===== src/rtl/subckt_sweep_ctrl.sv =====
// Exhaustive sweep controller for a 4-input combinational sub-circuit: drives all 16 input codes and captures the truth table.
// Define SWEEP_GRAY_ORDER_EN to visit codes in Gray order; otherwise they are visited in binary order.
module subckt_sweep_ctrl (
    input  logic        clk,
    input  logic        rst,
    input  logic        start,
    input  logic        abort,
    input  logic        resp,
    output logic [3:0]  vec,
    output logic        busy,
    output logic        done,
    output logic        res_valid,
    output logic [15:0] truth,
    output logic [4:0]  ones_cnt,
    output logic [4:0]  tog_cnt
);

    localparam logic [1:0] ST_IDLE   = 2'd0;
    localparam logic [1:0] ST_SETTLE = 2'd1;
    localparam logic [1:0] ST_SAMPLE = 2'd2;
    localparam logic [1:0] ST_DONE   = 2'd3;

    localparam logic [3:0] LAST_STEP = 4'd15;

    // Maps the sweep step to the code driven onto the sub-circuit.
    function automatic logic [3:0] order_of(input logic [3:0] idx);
`ifdef SWEEP_GRAY_ORDER_EN
        return idx ^ (idx >> 1);
`else
        return idx;
`endif
    endfunction

    logic [1:0]  r_state;
    logic [3:0]  r_step;
    logic [3:0]  r_vec;
    logic        r_done;
    logic        r_res_valid;
    logic [15:0] r_truth;
    logic [4:0]  r_ones;
    logic [4:0]  r_tog;
    logic        r_prev;

    logic [1:0]  w_state_nxt;
    logic [3:0]  w_step_nxt;
    logic [3:0]  w_vec_nxt;
    logic        w_done_nxt;
    logic        w_res_valid_nxt;
    logic [15:0] w_truth_nxt;
    logic [4:0]  w_ones_nxt;
    logic [4:0]  w_tog_nxt;
    logic        w_prev_nxt;

    always_comb begin
        // NOTE: every signal gets a hold default first so no path leaves it unassigned (which would infer a latch).
        w_state_nxt     = r_state;
        w_step_nxt      = r_step;
        w_vec_nxt       = r_vec;
        w_done_nxt      = 1'b0;
        w_res_valid_nxt = r_res_valid;
        w_truth_nxt     = r_truth;
        w_ones_nxt      = r_ones;
        w_tog_nxt       = r_tog;
        w_prev_nxt      = r_prev;

        case (r_state)
            ST_IDLE: begin
                if (start && !abort) begin
                    w_state_nxt     = ST_SETTLE;
                    w_step_nxt      = 4'd0;
                    w_vec_nxt       = order_of(4'd0);
                    w_res_valid_nxt = 1'b0;
                    w_truth_nxt     = 16'd0;
                    w_ones_nxt      = 5'd0;
                    w_tog_nxt       = 5'd0;
                end
            end
            ST_SETTLE: begin
                if (abort) begin
                    w_state_nxt     = ST_IDLE;
                    w_res_valid_nxt = 1'b0;
                end else begin
                    w_state_nxt = ST_SAMPLE;
                end
            end
            ST_SAMPLE: begin
                if (abort) begin
                    // Abandon the sweep but keep the partial counts for inspection.
                    w_state_nxt     = ST_IDLE;
                    w_res_valid_nxt = 1'b0;
                end else begin
                    w_truth_nxt[r_vec] = resp;
                    w_ones_nxt         = r_ones + {4'd0, resp};
                    if ((r_step != 4'd0) && (resp != r_prev)) begin
                        w_tog_nxt = r_tog + 5'd1;
                    end
                    w_prev_nxt = resp;
                    if (r_step != LAST_STEP) begin
                        w_step_nxt  = r_step + 4'd1;
                        w_vec_nxt   = order_of(r_step + 4'd1);
                        w_state_nxt = ST_SETTLE;
                    end else begin
                        w_state_nxt = ST_DONE;
                    end
                end
            end
            ST_DONE: begin
                w_state_nxt     = ST_IDLE;
                w_done_nxt      = 1'b1;
                w_res_valid_nxt = 1'b1;
            end
            default: begin
                w_state_nxt = ST_IDLE;
            end
        endcase
    end

    // NOTE: truth is a bank of flops rather than RAM, so it is cleared by reset along with the rest of the state.
    always_ff @(posedge clk or posedge rst) begin
        if (rst) begin
            r_state     <= ST_IDLE;
            r_step      <= 4'd0;
            r_vec       <= 4'd0;
            r_done      <= 1'b0;
            r_res_valid <= 1'b0;
            r_truth     <= 16'd0;
            r_ones      <= 5'd0;
            r_tog       <= 5'd0;
            r_prev      <= 1'b0;
        end else begin
            // NOTE: non-blocking assignments so every register samples pre-edge values.
            r_state     <= w_state_nxt;
            r_step      <= w_step_nxt;
            r_vec       <= w_vec_nxt;
            r_done      <= w_done_nxt;
            r_res_valid <= w_res_valid_nxt;
            r_truth     <= w_truth_nxt;
            r_ones      <= w_ones_nxt;
            r_tog       <= w_tog_nxt;
            r_prev      <= w_prev_nxt;
        end
    end

    assign vec       = r_vec;
    assign busy      = (r_state == ST_SETTLE) || (r_state == ST_SAMPLE);
    assign done      = r_done;
    assign res_valid = r_res_valid;
    assign truth     = r_truth;
    assign ones_cnt  = r_ones;
    assign tog_cnt   = r_tog;

endmodule

===== config.mk =====
export PLATFORM = sky130hd
export DESIGN_NAME = subckt_sweep_ctrl
export DESIGN_NICKNAME = d
export VERILOG_FILES = /design/src/rtl/subckt_sweep_ctrl.sv
export SDC_FILE = /design/constraint.sdc
export NUM_CORES = 1
export LEC_CHECK = 0
export CORE_UTILIZATION = 50
export CTS_BUF_LIST = sky130_fd_sc_hd__clkbuf_8
export CTS_CLUSTER_SIZE = 10
export DETAILED_ROUTE_END_ITERATION = 10
export GPL_TIMING_DRIVEN = 0
export HOLD_SLACK_MARGIN = 0.15
export PLACE_DENSITY_LB_ADDON = 0.25
export SLEW_MARGIN = 20
export SYNTH_ARGS = -nofsm -noshare
export SYNTH_HDL_FRONTEND = slang
export SYNTH_SLANG_ARGS = --single-unit

===== constraint.sdc =====
create_clock -name clk -period 4.52 [get_ports clk]
set_input_delay 0.452 -clock clk [delete_from_list [all_inputs] [get_ports clk]]
set_output_delay 0.452 -clock clk [all_outputs]
set_load 0.1 [all_outputs]

-- Yosys cells after proc, flatten, opt, wreduce, memory -nomap -nowiden
Index checks and enable logic that the tools add are counted.
- flip-flop bits (word level): 35
- bits of input ports: 5
- output and inout bits: 33
- word-level logic and storage cells: 63
- add/subtract/negate cells: 3
- order comparisons: 2
- equality and inequality tests: 10
- muxes and demuxes: 25
- bitwise operators: 1
- reduce and logical (&&, ||, !) cells: 14
- operator list (kind ; count):
    $mux W16 ; 2
    $pmux W16 S2 ; 1
    $mux W5 ; 4
    $pmux W5 S2 ; 2
    $bwmux W16 ; 1
    $mux W4 ; 3
    $mux W2 ; 4
    $ne A2 B2 Y1 const B ; 4
    $pmux W2 S4 ; 1
    $pmux W4 S2 ; 1
    $reduce_and A4 Y1 ; 2
    $add A5 B1 Y5 ; 1
    $add A5 B1 Y5 const B ; 1
    $lt A4 B5 Y1 const B ; 1
    $add A4 B1 Y4 const B ; 1
    $demux W1 S4 ; 1
    $eq A2 B2 Y1 const B ; 2
    $ge A4 B1 Y1 const B ; 1
    $mux W1 ; 4
    $ne A4 B4 Y1 const B ; 1
    $reduce_and A2 Y1 ; 2
    $reduce_bool A4 Y1 ; 1
    $logic_and A1 B1 Y1 ; 3
    $pmux W1 S3 ; 1
    10 further kinds ; 10

-- Depth between registers and ports, before layout
- word-level depth: 7
- gate-level depth with buffers: 7

-- Worst setup path before layout
Ideal clock, no wire load.
- path type: register -> register
- from: register, netlist name vec[0]
- to: register r_tog[3], in the netlist tog_cnt[3]
- arrival: 2.044 ns
- data required time: 4.352 ns
- path slack: 2.308 ns
- stages on the path, launching flop included: 6
- path buffers: 0
- period minus slack after synthesis: 2.212 ns
- path through: dfrtp_1 > inv_1 > ha_1 > a211oi_4 > nand4_1 > mux2i_1
- RTL lines (element ; line ; source):
    end signal, assigned ; 139 ; r_tog <= w_tog_nxt;
    end, declared ; 41 ; logic [4:0] r_tog;

-- Worst setup path in the final report
- from: register r_state[0]
- to: output busy
- word-level cells in the longest chain between the ends: 2
- elaborated cells on any way between the ends: 3
- ends and longest elaborated chain (element ; line ; source):
    start, declared ; 34 ; logic [1:0] r_state;
    start signal, assigned ; 132 ; r_state <= w_state_nxt;
    $eq A2 B1 Y1 or $eq A2 B2 Y1 (tied branches) ; 145 ; assign busy = (r_state == ST_SETTLE) || (r_state == ST_SAMPLE);
    $logic_or A1 B1 Y1 (*) ; 145 ;
    end, declared ; 10 ; output logic busy,
Mark *: on every way between the ends. The rest lies on a longest branch, timed or not.

==> impl_metrics.yaml <==
placement:
  io_buffers: 37
  hpwlAfterDp_um: 3110
  dp.cells: 280
  pre_cts_slack_ns: 2.14
  place_congestion: 0.895
timing:
  rsz0062_at_grt: "no"
  tns_ns: 0
  clock.fmax_ghz: 0.372
  setup_viol: 0
  fin_crit_ns: 2.69
  hold_viol: 0
  tightest_slew_ns: 0.979
  fin_skew_ns: 0.00914
  slew_violations: 0
  maxSlewHeadroom: 0.345
  setup_slack_ns: 1.83
  fin_crit_sh: 0.595
clock_tree:
  htree_levels: 2
  cts_tree: "done"
  clock_latency_ns: 0.29
  cts_hold_buf: 0
  cts.reportedPaths.clkPinSlew_ns: 0.07
  postCtsSetupBuffers: 0
  cts-root-buf: "clkbuf_8"
  post_cts.resized_instances: 0
  cts_buffers: 5
  cts_buffer_depth: 2
  cts_num_sinks: 35
floorplanning:
  dieArea_sq_um: 4020
  rows: 21
  core_area_sq_um: 3470
  ios: 38
  die_w_um: 63.4
  initial_utilization: 0.544
  die_h_um: 63.4
drt:
  top_layer_used: "met4"
  first_iter_violations: 99
  wl_per_cell_um: 14.9
  vias_per_cell: 5.68
  ant_nets: 0
  dr_wl_met2_um: 2010
  drc: 0
  vias: 1637
  first_pass_iters: 4
  m1WireLength_um: 1930
  wl_met3_um: 293
  wl_um: 4280
cells_and_area:
  n_fill_cell: 288
  final_cell_mix: "clkdlybuf4s50_1, dfrtp_1, o21ai_1"
  stdcell_count: 288
  diodes: 0
  utilization: 0.690
  drive_gt1_frac: 0.0868
  nets: 257
  final_common_cell: "clkdlybuf4s50_1"
  seq_area_sq_um: 876
  area_growth_pct: 27.0
  multiInputGateArea_sq_um: 907
synth:
  ys_seq_area_frac: 0.464
  yosys.cell_types.count: 38
  yosysWarnings: 0
  syn_area_sq_um: 1890
  avgSynthCellArea_sq_um: 9.57
  synth_edf_count: 0
  ys_ff_latch: 35
  synth_fp_nets: 213
  synth_ff_type: "dfrtp_1"
  synth_async_sr_flop_share: 1.00
  synthCells: 197
global_route:
  grt_overflow: 0
  grt_max_degree: 36
  grt_pass1_wl_um: 7260
  grtUsageTotal: 0.234
  grt_pass1_vias: 1550
  antenna_found_initial: 0
setup_path:
  worstPathArrival_ns: 2.24
  start_kind: "flop"
  crit_fanout: 4
  critical_path_class: "flop to primary output"
  worstPathRequired_ns: 4.07
  critPathCaptureType: "primary output"
power_and_ir_drop:
  cellLeakagePower_nw: 1.09
  power_density_nw_per_um2: 523
  vdd_drop_max_v: 0.000349
outcome:
  status: "finished, final reports clean"
run:
  max-cap-violations: 0
hold_path:
  hp-class: "flop to flop"
-- stage by stage --
| step | area, sq um | total power, W | hold WS, ns |
|---|---|---|---|
| 2_1_floorplan | 1890 | 0.000900 | 0.496 |
| 3_3_place_gp | 2310 | 0.00103 | 0.468 |
| 3_5_place_dp | 2310 | 0.00104 | 0.474 |
| 4_1_cts | 2390 | 0.00125 | 0.490 |
| 5_1_grt | 2390 | 0.00132 | 0.519 |
| 6_report | 2390 | 0.00125 | 0.486 |
-- metal layers --
metal | vias to the layer above | track usage
met5 | - | 0
met4 | 0 | 0.0909
met3 | 5 | 0.0616
met2 | 55 | 0.356
met1 | 789 | 0.316
li1 | 788 | -
-- final cells by class --
class                   instances  area share
multi-input cells             142       0.379
inverters                      10      0.0157
clock buffers                   5      0.0287
well taps                      46      0.0240
flip-flops and latches         35       0.366
clock inverters                 3     0.00522
repair buffers                 37       0.155
plain buffers                  10      0.0272
-- report_power, final --
part / total, W / switching (W) / internal (W)
combinational: 0.000658 / 0.000470 / 0.000188
sequential: 0.000383 / 0.0000334 / 0.000349
clock: 0.000212 / 0.000109 / 0.000103
total: 0.00125 / 0.000612 / 0.000641
-- critical path, cell delays in order (launching register included) --
cell	delay, ns
dfrtp_1	0.39
inv_1	0.08
ha_1	0.34
clkdlybuf4s50_1	1.15
-- cells by family after synthesis --
group           Yosys count  share of synthesized area
flops                    35                      0.464
xor+xnor                  4                     0.0186
compound gates           62                      0.194
mux                       6                     0.0338
simple gates             59                      0.162
buf+inv                  20                     0.0544
fa+ha+maj                11                     0.0730
-- flip-flops by register name, summed over array words and instances, names as in the netlist --
| name | cells |
|---|---|
| truth | 16 |
| ones_cnt | 5 |
| tog_cnt | 5 |
| vec | 4 |
| r_state | 2 |
| done | 1 |
| r_prev | 1 |
| res_valid | 1 |
-- cells in the mapped netlist (all sizes together), types with 3 or more instances --
library cell,instances,area share
a21oi,19,0.050
and3,4,0.013
buf,7,0.029
clkbuf,3,0.0060
dfrtp,35,0.46
ha,11,0.073
inv,10,0.020
mux2i,6,0.034
nand2,22,0.044
nand3,4,0.013
nand4,5,0.017
nor2,9,0.019
nor2b,4,0.017
nor3,3,0.0080
o21ai,32,0.085
xnor2,3,0.014
-- final timing paths --
| kind | start | endpoint | slack (ns) | depth (start not counted) |
|---|---|---|---|---|
| min | truth[15]$_DFFE_PP0P_ | truth[15]$_DFFE_PP0P_ | 0.49 | 2 |
| max reg2reg | r_state[0]$_DFFE_PP0N_ | truth[13]$_DFFE_PP0P_ | 2.67 | 7 |
| min in group asynchronous | rst | vec[1]$_DFFE_PP0P_ | 0.60 | 2 |
| max in group asynchronous | rst | vec[2]$_DFFE_PP0P_ | 3.46 | 2 |
| max | r_state[0]$_DFFE_PP0N_ | busy | 1.83 | 3 |
| min reg2reg | truth[15]$_DFFE_PP0P_ | truth[15]$_DFFE_PP0P_ | 0.49 | 2 |
Power figures use the tool's default switching activity.
